**config.mk**
```make
export PLATFORM = sky130hd
export DESIGN_NAME = fetch_sequencer
export DESIGN_NICKNAME = d
export VERILOG_FILES = /design/src/rtl/fetch_pkg.sv /design/src/rtl/fetch_sequencer_word_unpacker.sv /design/src/rtl/fetch_sequencer.sv
export SDC_FILE = /design/constraint.sdc
export NUM_CORES = 1
export LEC_CHECK = 0
export BUFFER_PORTS_ARGS = -buffer_cell sky130_fd_sc_hd__buf_4
export CORE_ASPECT_RATIO = 1.75
export CORE_MARGIN = 1.5
export CORE_UTILIZATION = 43
export CTS_CLUSTER_DIAMETER = 30
export DETAILED_ROUTE_END_ITERATION = 12
export PLACE_DENSITY = 0.63
export SLEW_MARGIN = 20
export SYNTH_ARGS = -nofsm -noshare
export SYNTH_HDL_FRONTEND = slang
export SYNTH_SLANG_ARGS = --single-unit
```
**constraint.sdc**
```tcl
create_clock -name clk -period 6.1 [get_ports clk]
set_input_delay 0 -clock clk [delete_from_list [all_inputs] [get_ports clk]]
set_output_delay 0 -clock clk [all_outputs]
set_load 0.02 [all_outputs]
```
**src/rtl/fetch_pkg.sv**
```systemverilog
// Shared types and constants for the matrix-datapath fetch sequencer.
package fetch_pkg;

  localparam int DEF_DATA_WIDTH    = 8;
  localparam int DEF_ADDR_WIDTH    = 32;
  localparam int DEF_NUM_ROWS      = 9;
  localparam int DEF_BYTES_PER_ROW = 8;
  localparam int WORD_W            = DEF_DATA_WIDTH * DEF_BYTES_PER_ROW;

  typedef enum logic [2:0] {
    IDLE,
    REQ,
    WAIT_DATA,
    UNPACK,
    DONE
  } fetch_state_e;

endpackage

```
**src/rtl/fetch_sequencer_word_unpacker.sv**
```systemverilog
// Holds one fetched memory word and walks through it byte by byte,
// least-significant byte first.
module word_unpacker
  import fetch_pkg::*;
#(
  parameter int  DATA_WIDTH    = DEF_DATA_WIDTH,
  parameter int  BYTES_PER_ROW = DEF_BYTES_PER_ROW,
  localparam int WORD_BITS     = DATA_WIDTH * BYTES_PER_ROW,
  localparam int IDX_W         = (BYTES_PER_ROW > 1) ? $clog2(BYTES_PER_ROW) : 1
) (
  input  logic                  clk,
  input  logic                  rst_n,
  input  logic                  clear,
  input  logic                  load,
  input  logic [WORD_BITS-1:0]  load_word,
  input  logic                  advance,
  output logic [DATA_WIDTH-1:0] byte_data,
  output logic                  last
);

  logic [WORD_BITS-1:0] word_q;
  logic [IDX_W-1:0]     byte_idx_q;

  // Capture a new word on load, otherwise step to the next byte on each accepted write.
  always_ff @(posedge clk or negedge rst_n) begin
    if (!rst_n) begin
      word_q     <= '0;
      byte_idx_q <= '0;
    end else if (clear) begin
      byte_idx_q <= '0;
    end else if (load) begin
      word_q     <= load_word;
      byte_idx_q <= '0;
    end else if (advance) begin
      if (last) begin
        byte_idx_q <= '0;
      end else begin
        byte_idx_q <= byte_idx_q + 1'b1;
      end
    end
  end

  // Present the currently selected byte and flag the final byte of the word.
  always_comb begin
    byte_data = word_q[byte_idx_q * DATA_WIDTH +: DATA_WIDTH];
    last      = (byte_idx_q == IDX_W'(BYTES_PER_ROW - 1));
  end

endmodule

```
**src/rtl/fetch_sequencer.sv**
```systemverilog
// Fetches NUM_ROWS consecutive words over Avalon-MM starting at a sampled base
// address, then streams each word byte-wise into the matching per-row FIFO.
module fetch_sequencer
  import fetch_pkg::*;
#(
  parameter int  DATA_WIDTH    = DEF_DATA_WIDTH,
  parameter int  ADDR_WIDTH    = DEF_ADDR_WIDTH,
  parameter int  NUM_ROWS      = DEF_NUM_ROWS,
  parameter int  BYTES_PER_ROW = DEF_BYTES_PER_ROW,
  localparam int WORD_BITS     = DATA_WIDTH * BYTES_PER_ROW,
  localparam int ROW_W         = (NUM_ROWS > 1) ? $clog2(NUM_ROWS) : 1
) (
  input  logic                  clk,
  input  logic                  rst_n,
  input  logic                  start,
  input  logic [ADDR_WIDTH-1:0] base_addr,
  output logic                  busy,
  output logic                  done,
  output logic [ADDR_WIDTH-1:0] mem_address,
  output logic                  mem_read,
  input  logic [WORD_BITS-1:0]  mem_readdata,
  input  logic                  mem_readdatavalid,
  input  logic                  mem_waitrequest,
  output logic [NUM_ROWS-1:0]   fifo_wr_en,
  output logic [DATA_WIDTH-1:0] fifo_wr_data,
  input  logic [NUM_ROWS-1:0]   fifo_full
);

  fetch_state_e          state_q;
  logic [ROW_W-1:0]      row_q;
  logic [ADDR_WIDTH-1:0] base_q;
  logic [ADDR_WIDTH-1:0] next_row_addr;
  logic                  busy_q;
  logic                  done_q;
  logic                  mem_read_q;
  logic [ADDR_WIDTH-1:0] mem_address_q;

  logic                  unpack_clear;
  logic                  unpack_load;
  logic                  write_ok;
  logic                  byte_last;
  logic                  last_row;
  logic [DATA_WIDTH-1:0] cur_byte;

  word_unpacker #(
    .DATA_WIDTH    (DATA_WIDTH),
    .BYTES_PER_ROW (BYTES_PER_ROW)
  ) u_unpacker (
    .clk       (clk),
    .rst_n     (rst_n),
    .clear     (unpack_clear),
    .load      (unpack_load),
    .load_word (mem_readdata),
    .advance   (write_ok),
    .byte_data (cur_byte),
    .last      (byte_last)
  );

  // Decode the unpacker controls, the address of the following row and the FIFO write strobes.
  always_comb begin
    unpack_clear  = (state_q == IDLE) && start;
    unpack_load   = (state_q == WAIT_DATA) && mem_readdatavalid;
    write_ok      = (state_q == UNPACK) && !fifo_full[row_q];
    last_row      = (row_q == ROW_W'(NUM_ROWS - 1));
    next_row_addr = base_q + ADDR_WIDTH'(row_q) + ADDR_WIDTH'(1);
    fifo_wr_en    = '0;
    fifo_wr_data  = '0;
    if (write_ok) begin
      fifo_wr_en = NUM_ROWS'(1) << row_q;
    end
    if (state_q == UNPACK) begin
      fifo_wr_data = cur_byte;
    end
  end

  // Sequence control: request one word at a time, drain it into the FIFO, repeat per row.
  always_ff @(posedge clk or negedge rst_n) begin
    if (!rst_n) begin
      state_q       <= IDLE;
      row_q         <= '0;
      base_q        <= '0;
      busy_q        <= 1'b0;
      done_q        <= 1'b0;
      mem_read_q    <= 1'b0;
      mem_address_q <= '0;
    end else begin
      done_q <= 1'b0;
      case (state_q)
        IDLE: begin
          if (start) begin
            base_q        <= base_addr;
            row_q         <= '0;
            mem_read_q    <= 1'b1;
            mem_address_q <= base_addr;
            busy_q        <= 1'b1;
            state_q       <= REQ;
          end
        end
        REQ: begin
          if (!mem_waitrequest) begin
            mem_read_q <= 1'b0;
            state_q    <= WAIT_DATA;
          end
        end
        WAIT_DATA: begin
          if (mem_readdatavalid) begin
            state_q <= UNPACK;
          end
        end
        UNPACK: begin
          if (write_ok && byte_last) begin
            if (last_row) begin
              busy_q  <= 1'b0;
              done_q  <= 1'b1;
              state_q <= DONE;
            end else begin
              row_q         <= row_q + 1'b1;
              mem_address_q <= next_row_addr;
              mem_read_q    <= 1'b1;
              state_q       <= REQ;
            end
          end
        end
        DONE: begin
          state_q <= IDLE;
        end
        default: begin
          state_q <= IDLE;
        end
      endcase
    end
  end

  // Drive the registered handshake and status outputs.
  always_comb begin
    busy        = busy_q;
    done        = done_q;
    mem_read    = mem_read_q;
    mem_address = mem_address_q;
  end

  // Read data is only expected while a read is outstanding.
  a_rdv_only_waiting : assert property (@(posedge clk) disable iff (!rst_n)
    mem_readdatavalid |-> (state_q == WAIT_DATA));

  // A stalled request must stay asserted with an unchanged address.
  a_req_held : assert property (@(posedge clk) disable iff (!rst_n)
    (mem_read && mem_waitrequest) |=> (mem_read && $stable(mem_address)));

  // At most one FIFO is written per cycle and never a full one.
  a_wr_onehot : assert property (@(posedge clk) disable iff (!rst_n)
    $onehot0(fifo_wr_en));

  a_no_wr_full : assert property (@(posedge clk) disable iff (!rst_n)
    ((fifo_wr_en & fifo_full) == '0));

endmodule
```
==> out/results.tsv, run 1 <==
stage	metric	value	unit
run_status	status	complete, no violations	
timing	tightest_slew	0.848	ns
place	place.gp.congestion	0.827	
final_layout	antenna_cells	0	
hold_path	hold_depth	4	
floorplan	dieArea	17600	sq um
clocking	cts-resized-gates	0	
global_route	overflow	0	
timing	tns	0	ns
final_layout	fillCellCount	1356	
synth	synth_area_per_cell	11.2	sq um
floorplan	ios	162	
worst_setup_path	path_max_fanout	34	
synth	syn-cell-area	7230	sq um
synth	synth-edff-count	0	
detailed_routing	drt_iter0_drc	235	
timing	grt_setup_unrepaired	false	
timing	slew_headroom	43.5	%
global_route	busiest_layer	met2	
clocking	htree_levels	4	
floorplan	fp.dieW	101	microns
worst_setup_path	end_kind	register	
hold_path	min-delay-start	fifo_full[8]	
worst_setup_path	regToRegSetupSlack	3.14	ns
detailed_routing	routed_wl	19.4	mm
floorplan	num_rows	62	
final_layout	area_delta_synth_final	41.5	%
timing	setup_viol	0	
global_route	use_met3	5.43	%
timing	timing_hold_violations_final	0	
worst_setup_path	crit_type	reg2reg	
worst_setup_path	rr_worst_depth	7	
synth	yosysUniqueCellTypes	60	
global_route	track_usage	23.4	%
worst_setup_path	rr_startpoint	u_unpacker.byte_idx_q[1]	
detailed_routing	dr_total_vias	5796	
floorplan	coreArea	16400	sq um
final_layout	final_nets	1013	
final_layout	multi_input_area	3480	sq um
timing	finalMaxSlewViolations	0	
power_and_ir_drop	p_leak	0.00474	uW
clocking	cts_tree	yes	
final_layout	register_area	3530	sq um
detailed_routing	drc_errors	0	
power_and_ir_drop	total_power	4790	uW
place	dpl.hpwl	13.0	mm
global_route	grt_pass1_wl	31.9	mm
clocking	worstSkewPairLatency	0.42	ns
clocking	clock_path_buffers	2	
global_route	antenna_found_initial	0	
global_route	met2_usage	43.4	%
final_layout	final_common_cell	buf_4	
hold_path	hp-class	in2reg	
clocking	path_clk_slew	0.07	ns
worst_setup_path	startpoint_type	register	
synth	yosysWarnings	0	
timing	skew	0.0157	ns
synth	synth_cells	643	
global_route	grt_pass1_vias	6523	
clocking	cts_setup_buffers	0	
clocking	cts_made_buffers	17	
global_route	grt_max_degree	90	
detailed_routing	drt_pre_antenna_iters	4	
detailed_routing	via_per_inst	5.14	
place	port_buffers	161	
floorplan	die_h	174	microns
worst_setup_path	arrival	3.28	ns
final_layout	drive_above_1_share	34.3	%
final_layout	final_cell_mix	168 x buf_4, 141 x dfrtp_1, 123 x nand2_1, 98 x dlygate4sd3_1, 65 x mux2_2	
power_and_ir_drop	peakVddDrop	0.307	mV
synth	yosysSeqAreaShare	48.8	%
clocking	ctsRootBufferMaster	clkbuf_16	
timing	hold-worst-slack	0.0449	ns
run	maxCapViolCount	0	
synth	synth-main-ff-cell	dfrtp_1	
detailed_routing	wl_per_cell	17.2	microns
power_and_ir_drop	power_density	469	nW/um^2
timing	fmax	0.338	GHz
synth	ys_ff_latch	141	
synth	synth.net_count	766	
hold_path	holdPathEnd	done	
worst_setup_path	startpoint	u_unpacker.byte_idx_q[1]	
clocking	clock_sinks	141	
detailed_routing	antenna_left	0	
worst_setup_path	r2r_end	mem_address[10]	
global_route	gr-usage-met1	24.8	%
synth	ys_async_sr_fraction	100	%
timing	fin_crit	2.96	ns
worst_setup_path	crit_required	6.42	ns
floorplan	start_util	43.9	%
timing	finalCritPeriodShare	48.5	%
-- kinds of logic after synthesis --
family | synth area share [%]
AOI/OAI and AO/OA | 10.3
xor gates and xnor gates | 3.27
adders and majority gates | 2.35
buffers and inverters | 3.38
DFF | 48.8
muxes | 18.3
and+or+nand+nor | 13.5
-- how the worst max path moves through the flow --
| stage | end | slack (ns) | cells after the start |
|---|---|---|---|
| after CTS | mem_address[10] | 3.08 | 7 |
| after global routing | mem_address[10] | 2.88 | 7 |
| final | mem_address[10] | 3.14 | 7 |
| after floorplan | mem_address[18] | 3.51 | 11 |
| after global placement | mem_address[10] | 3.18 | 7 |
| after detailed placement | mem_address[10] | 3.11 | 7 |
-- synth_stat cells (4+ instances only) --
cell	count	area, sq um
a21o_1	16	120
a21oi_1	10	50.1
and2_1	6	37.5
and3_1	4	25.0
nor3_1	11	55.1
buf_2	9	45.0
inv_1	18	67.6
o21ai_1	4	20.0
nand2_1	123	462
nand3_1	8	40.0
xor2_1	12	105
ha_1	12	150
o21ai_0	28	140
mux4_2	17	383
dfrtp_1	141	3530
clkbuf_1	26	97.6
o21ai_2	4	35.0
a2111oi_2	5	75.1
a22oi_1	12	90.1
nor2_1	20	75.1
mux2_2	65	732
mux2i_1	21	210
xnor2_1	15	131
-- stage by stage --
step	instances	util (%)	setup WS, ns	area (sq um)
finish	1127	62.2	3.14	10200
global route	1127	62.2	2.88	10200
CTS	1127	62.2	3.08	10200
detailed placement	997	52.5	3.11	8630
global placement	997	52.5	3.18	8630
floorplan	643	-	3.51	7230
-- state kept, by name (all words and copies together), names as in the netlist --
signal and flops:
base_q 32, busy 1, done 1, mem_address 32, mem_read 1, row_q 4
state_q 3, u_unpacker.byte_idx_q 3, u_unpacker.word_q 64
-- timing repair --
action / 4_1_cts / 5_1_grt
setup endpoints to repair: 0 / 0
endpoints found under the hold margin: 207 / 0
hold buffers: 98 / 0
-- worst max-delay path, cell delays in order, from the launching register on --
cell and delay [ns]:
dfrtp_1 0.89, ha_1 0.28, ha_1 0.18, inv_1 0.09, nor4b_1 0.46, a31oi_4 0.34
buf_4 0.36, o31ai_1 0.26
-- power breakdown --
| part | switching (uW) | total, uW | internal, uW |
|---|---|---|---|
| clock | 439 | 1090 | 656 |
| sequential | 362 | 1740 | 1370 |
| combinational | 983 | 1960 | 981 |
| total | 1780 | 4790 | 3010 |
-- per-layer routing --
layer / vias to the layer above / share of wire (%) / wire length (microns)
li1: 2761 / - / -
met1: 2827 / 37 / 7170
met2: 177 / 55 / 10700
met3: 31 / 5.1 / 997
met4: 0 / 2.8 / 536
met5: - / 0 / 0
-- area by class of cell --
type | count | area share [%]
Inverter | 18 | 0.661
Tap cell | 224 | 2.74
Multi-Input combinational cell | 445 | 34.0
Clock inverter | 13 | 1.76
Sequential cell | 141 | 34.5
Clock buffer | 19 | 4.23
Timing Repair Buffer | 267 | 22.0
No activity file was read; power rests on OpenSTA's default activity.
==> run 2, diff against run 1 <==
- PLACE_DENSITY: 0.63 -> 0.65
- clock period: 6.1 -> 2.7 ns (I/O delays scaled with it)
==> run 2 against run 1 <==
Worst setup slack worse by 3.0 ns; sequential power is 120% higher; routed wire length is 1.7% higher; total power is 120% higher; core utilization is 0.51 points higher; clock power is 110% higher; first-iteration DRC count is 15% lower; combinational power is 130% higher; critical path type is now reg2out; largest cell class unchanged.
==> out/results.tsv, run 2 (synthesis results as in run 1) <==
stage	metric	value	unit	change
global_route	overflow	0		unchanged
worst_setup_path	critPathSlowestCell	mux4_2		was dfrtp_1
final_layout	final_cell_mix	177 x buf_4, 141 x dfrtp_1, 123 x nand2_1, 98 x dlygate4sd3_1, 65 x mux2_2		was 168 x buf_4, 141 x dfrtp_1, 123 x nand2_1, 98 x dlygate4sd3_1, 65 x mux2_2
worst_setup_path	rr_worst_depth	11		was 7
worst_setup_path	r2r_end	mem_address[18]		was mem_address[10]
power_and_ir_drop	combPwrFrac	42.9	%	was 40.9%
final_layout	fillCellCount	1317		was 1,356
final_layout	final_cells	1139		was 1,127
timing	fmax	0.396	GHz	
timing	timing_hold_violations_final	0		unchanged
power_and_ir_drop	p_switching	4080	uW	was 1780 uW
final_layout	final_nets	1025		was 1,013
floorplan	die_h	174	microns	unchanged
final_layout	final_common_cell	buf_4		unchanged
detailed_routing	drt_iter0_drc	199		was 235
power_and_ir_drop	clkPwrFrac	20.9	%	was 22.8%
clocking	path_clk_slew	0.06	ns	was 0.07 ns
final_layout	area_delta_synth_final	42.6	%	was 41.5%
timing	tightest_slew	0.721	ns	was 0.848 ns
final_layout	drive_above_1_share	35.6	%	was 34.3%
final_layout	stdcell_area	10300	sq um	was 10,200 sq um
hold_path	hp-class	in2reg		unchanged
worst_setup_path	rr_startpoint	row_q[0]		was u_unpacker.byte_idx_q[1]
detailed_routing	wl_met1	7.31	mm	was 7.17 mm
timing	setup_viol	0		unchanged
worst_setup_path	arrival	2.53	ns	was 3.28 ns
timing	finalMaxSlewViolations	0		unchanged
final_layout	largest_register_ffs	64		unchanged
clocking	cts_tree	yes		unchanged
floorplan	coreArea	16400	sq um	unchanged
floorplan	start_util	43.9	%	unchanged
timing	grt_setup_unrepaired	false		unchanged
global_route	grt_pass1_wl	32.8	mm	was 31.9 mm
worst_setup_path	path_max_fanout	10		was 34
worst_setup_path	startpoint_type	register		unchanged
floorplan	fp.dieW	101	microns	unchanged
timing	finalCritPeriodShare	93.6	%	
detailed_routing	dr_total_vias	5905		was 5,796
run_status	status	complete, no violations		unchanged
global_route	grt_pass1_vias	6633		was 6,523
global_route	grt_max_degree	77		was 90
timing	slew_headroom	51.9	%	was 43.5%
detailed_routing	drt_pre_antenna_iters	4		unchanged
place	dpl.hpwl	13.2	mm	was 13.0 mm
worst_setup_path	crit_type	reg2out		was reg2reg
clocking	htree_levels	4		unchanged
global_route	antenna_found_initial	0		unchanged
hold_path	hold_depth	4		unchanged
detailed_routing	wl_met3	1.02	mm	was 997 microns
power_and_ir_drop	p_leak	0.00480	uW	was 0.00474 uW
run	maxCapViolCount	0		unchanged
clocking	clock_sinks	141		unchanged
timing	hold-worst-slack	0.0246	ns	was 0.0449 ns
detailed_routing	via_per_inst	5.18		was 5.14
clocking	ctsRootBufferMaster	clkbuf_16		unchanged
worst_setup_path	crit_chain	buf_4, mux4_2, o221ai_4, nand3_4, nor2_2, and3_1, buf_4		was ha_1, ha_1, inv_1, nor4b_1, a31oi_4, buf_4, o31ai_1
global_route	track_usage	24.0	%	was 23.4%
power_and_ir_drop	swShare	38.1	%	was 37.2%
detailed_routing	met2_length	10.6	mm	was 10.7 mm
power_and_ir_drop	p_seq_share	36.1	%	was 36.2%
clocking	worstSkewPairLatency	0.41	ns	was 0.42 ns
place	place.gp.congestion	0.867		was 0.827
worst_setup_path	crit_required	2.70	ns	was 6.42 ns
floorplan	dieArea	17600	sq um	unchanged
worst_setup_path	path_common_cell	buf_4		was ha_1
power_and_ir_drop	power_density	1040	nW/um^2	was 469 nW/um^2
detailed_routing	drc_errors	0		unchanged
place	placedCellCount	1008		was 997
detailed_routing	antenna_left	0		unchanged
power_and_ir_drop	p_int	6610	uW	was 3010 uW
timing	tns	0	ns	unchanged
place	placed_cell_area	8750	sq um	was 8630 sq um
worst_setup_path	regToRegSetupSlack	0.25	ns	was 3.14 ns
floorplan	num_rows	62		unchanged
worst_setup_path	cpPeakStageDelay	0.54	ns	was 0.89 ns
clocking	cts_made_buffers	17		unchanged
power_and_ir_drop	peakVddDrop	0.790	mV	was 0.307 mV
timing	fin_crit	2.53	ns	
floorplan	ios	162		unchanged
worst_setup_path	crit_end	fifo_wr_en[4]		was mem_address[10]
final_layout	regMostFlops	u_unpacker.word_q		unchanged
place	port_buffers	161		unchanged
detailed_routing	wl_per_cell	17.4	microns	was 17.2 microns
timing	skew	0.00844	ns	was 0.0157 ns
final_layout	antenna_cells	0		unchanged
detailed_routing	routed_wl	19.8	mm	was 19.4 mm
clocking	clock_path_buffers	2		unchanged
detailed_routing	top_layer_used	met4		unchanged
worst_setup_path	end_kind	output pin		was register
worst_setup_path	startpoint	row_q[1]		was u_unpacker.byte_idx_q[1]
run 2: cell types whose count changed in the layout (fill, tap and decap cells not counted), moves of 2 or more:
cell and change:
buf_12 +3, buf_4 +9, bufinv_16 -3, clkbuf_1 -2, inv_6 +3
run 2: worst max-delay path, delay by kind of cell (launching register included):
family / cells / cell delay (ns)
multiplexers: 1 / 0.54
AO/OA/AOI/OAI: 1 / 0.28
buffers and inverters: 2 / 0.33
flip-flops: 1 / 0.41
AND/OR/NAND/NOR: 3 / 0.55
run 2: power groups by stage:
stage	logic, uW	clock network [uW]	registers (uW)
after floorplan	2790	0	3910
after global placement	4320	0	3790
after detailed placement	4440	0	3870
after CTS	4570	2300	3840
after global routing	5020	2380	4000
final	4590	2240	3860
run 2: worst min-delay path by stage:
stage	from	end	slack, ns
after floorplan	rst_n	base_q[0]	-0.30
after global placement	rst_n	base_q[2]	0.07
after detailed placement	rst_n	base_q[2]	0.08
after CTS	fifo_full[8]	state_q[2]	0.02
after global routing	fifo_full[8]	state_q[2]	0.04
final	fifo_full[8]	state_q[2]	0.02
run 2: area by class of cell:
type                       instances  area [sq um]  share of cell area, %
tap                              224           280                   2.72
multi-input combinational        445          3490                   33.8
timing repair buffer             279          2380                   23.1
sequential                       141          3530                   34.2
clock inverter                    14           123                   1.19
inverter                          18          67.6                  0.655
clock buffer                      18           439                   4.26
run 2: per-stage QoR:
step | utilization [%] | power, uW | worst slack (ns)
6_report | 62.7 | 10700 | 0.173
2_1_floorplan | - | 6700 | 0.113
3_5_place_dp | 53.2 | 8310 | 0.268
3_3_place_gp | 53.2 | 8120 | 0.300
5_1_grt | 62.7 | 11400 | 0.0159
4_1_cts | 62.6 | 10700 | 0.00298
run 2: layer usage:
layer	global-route usage (%)	vias up
met2	43.0	199
met1	26.2	2862
met4	12.0	0
li1	-	2795
met3	5.35	49
met5	0	-
run 2: repair_timing:
item / CTS / global route
endpoints found under the setup margin: 0 / 8
buffers inserted: 0 / 1
hold endpoints to repair: 191 / 0
resized for setup: 0 / 2
hold buffers: 98 / 0
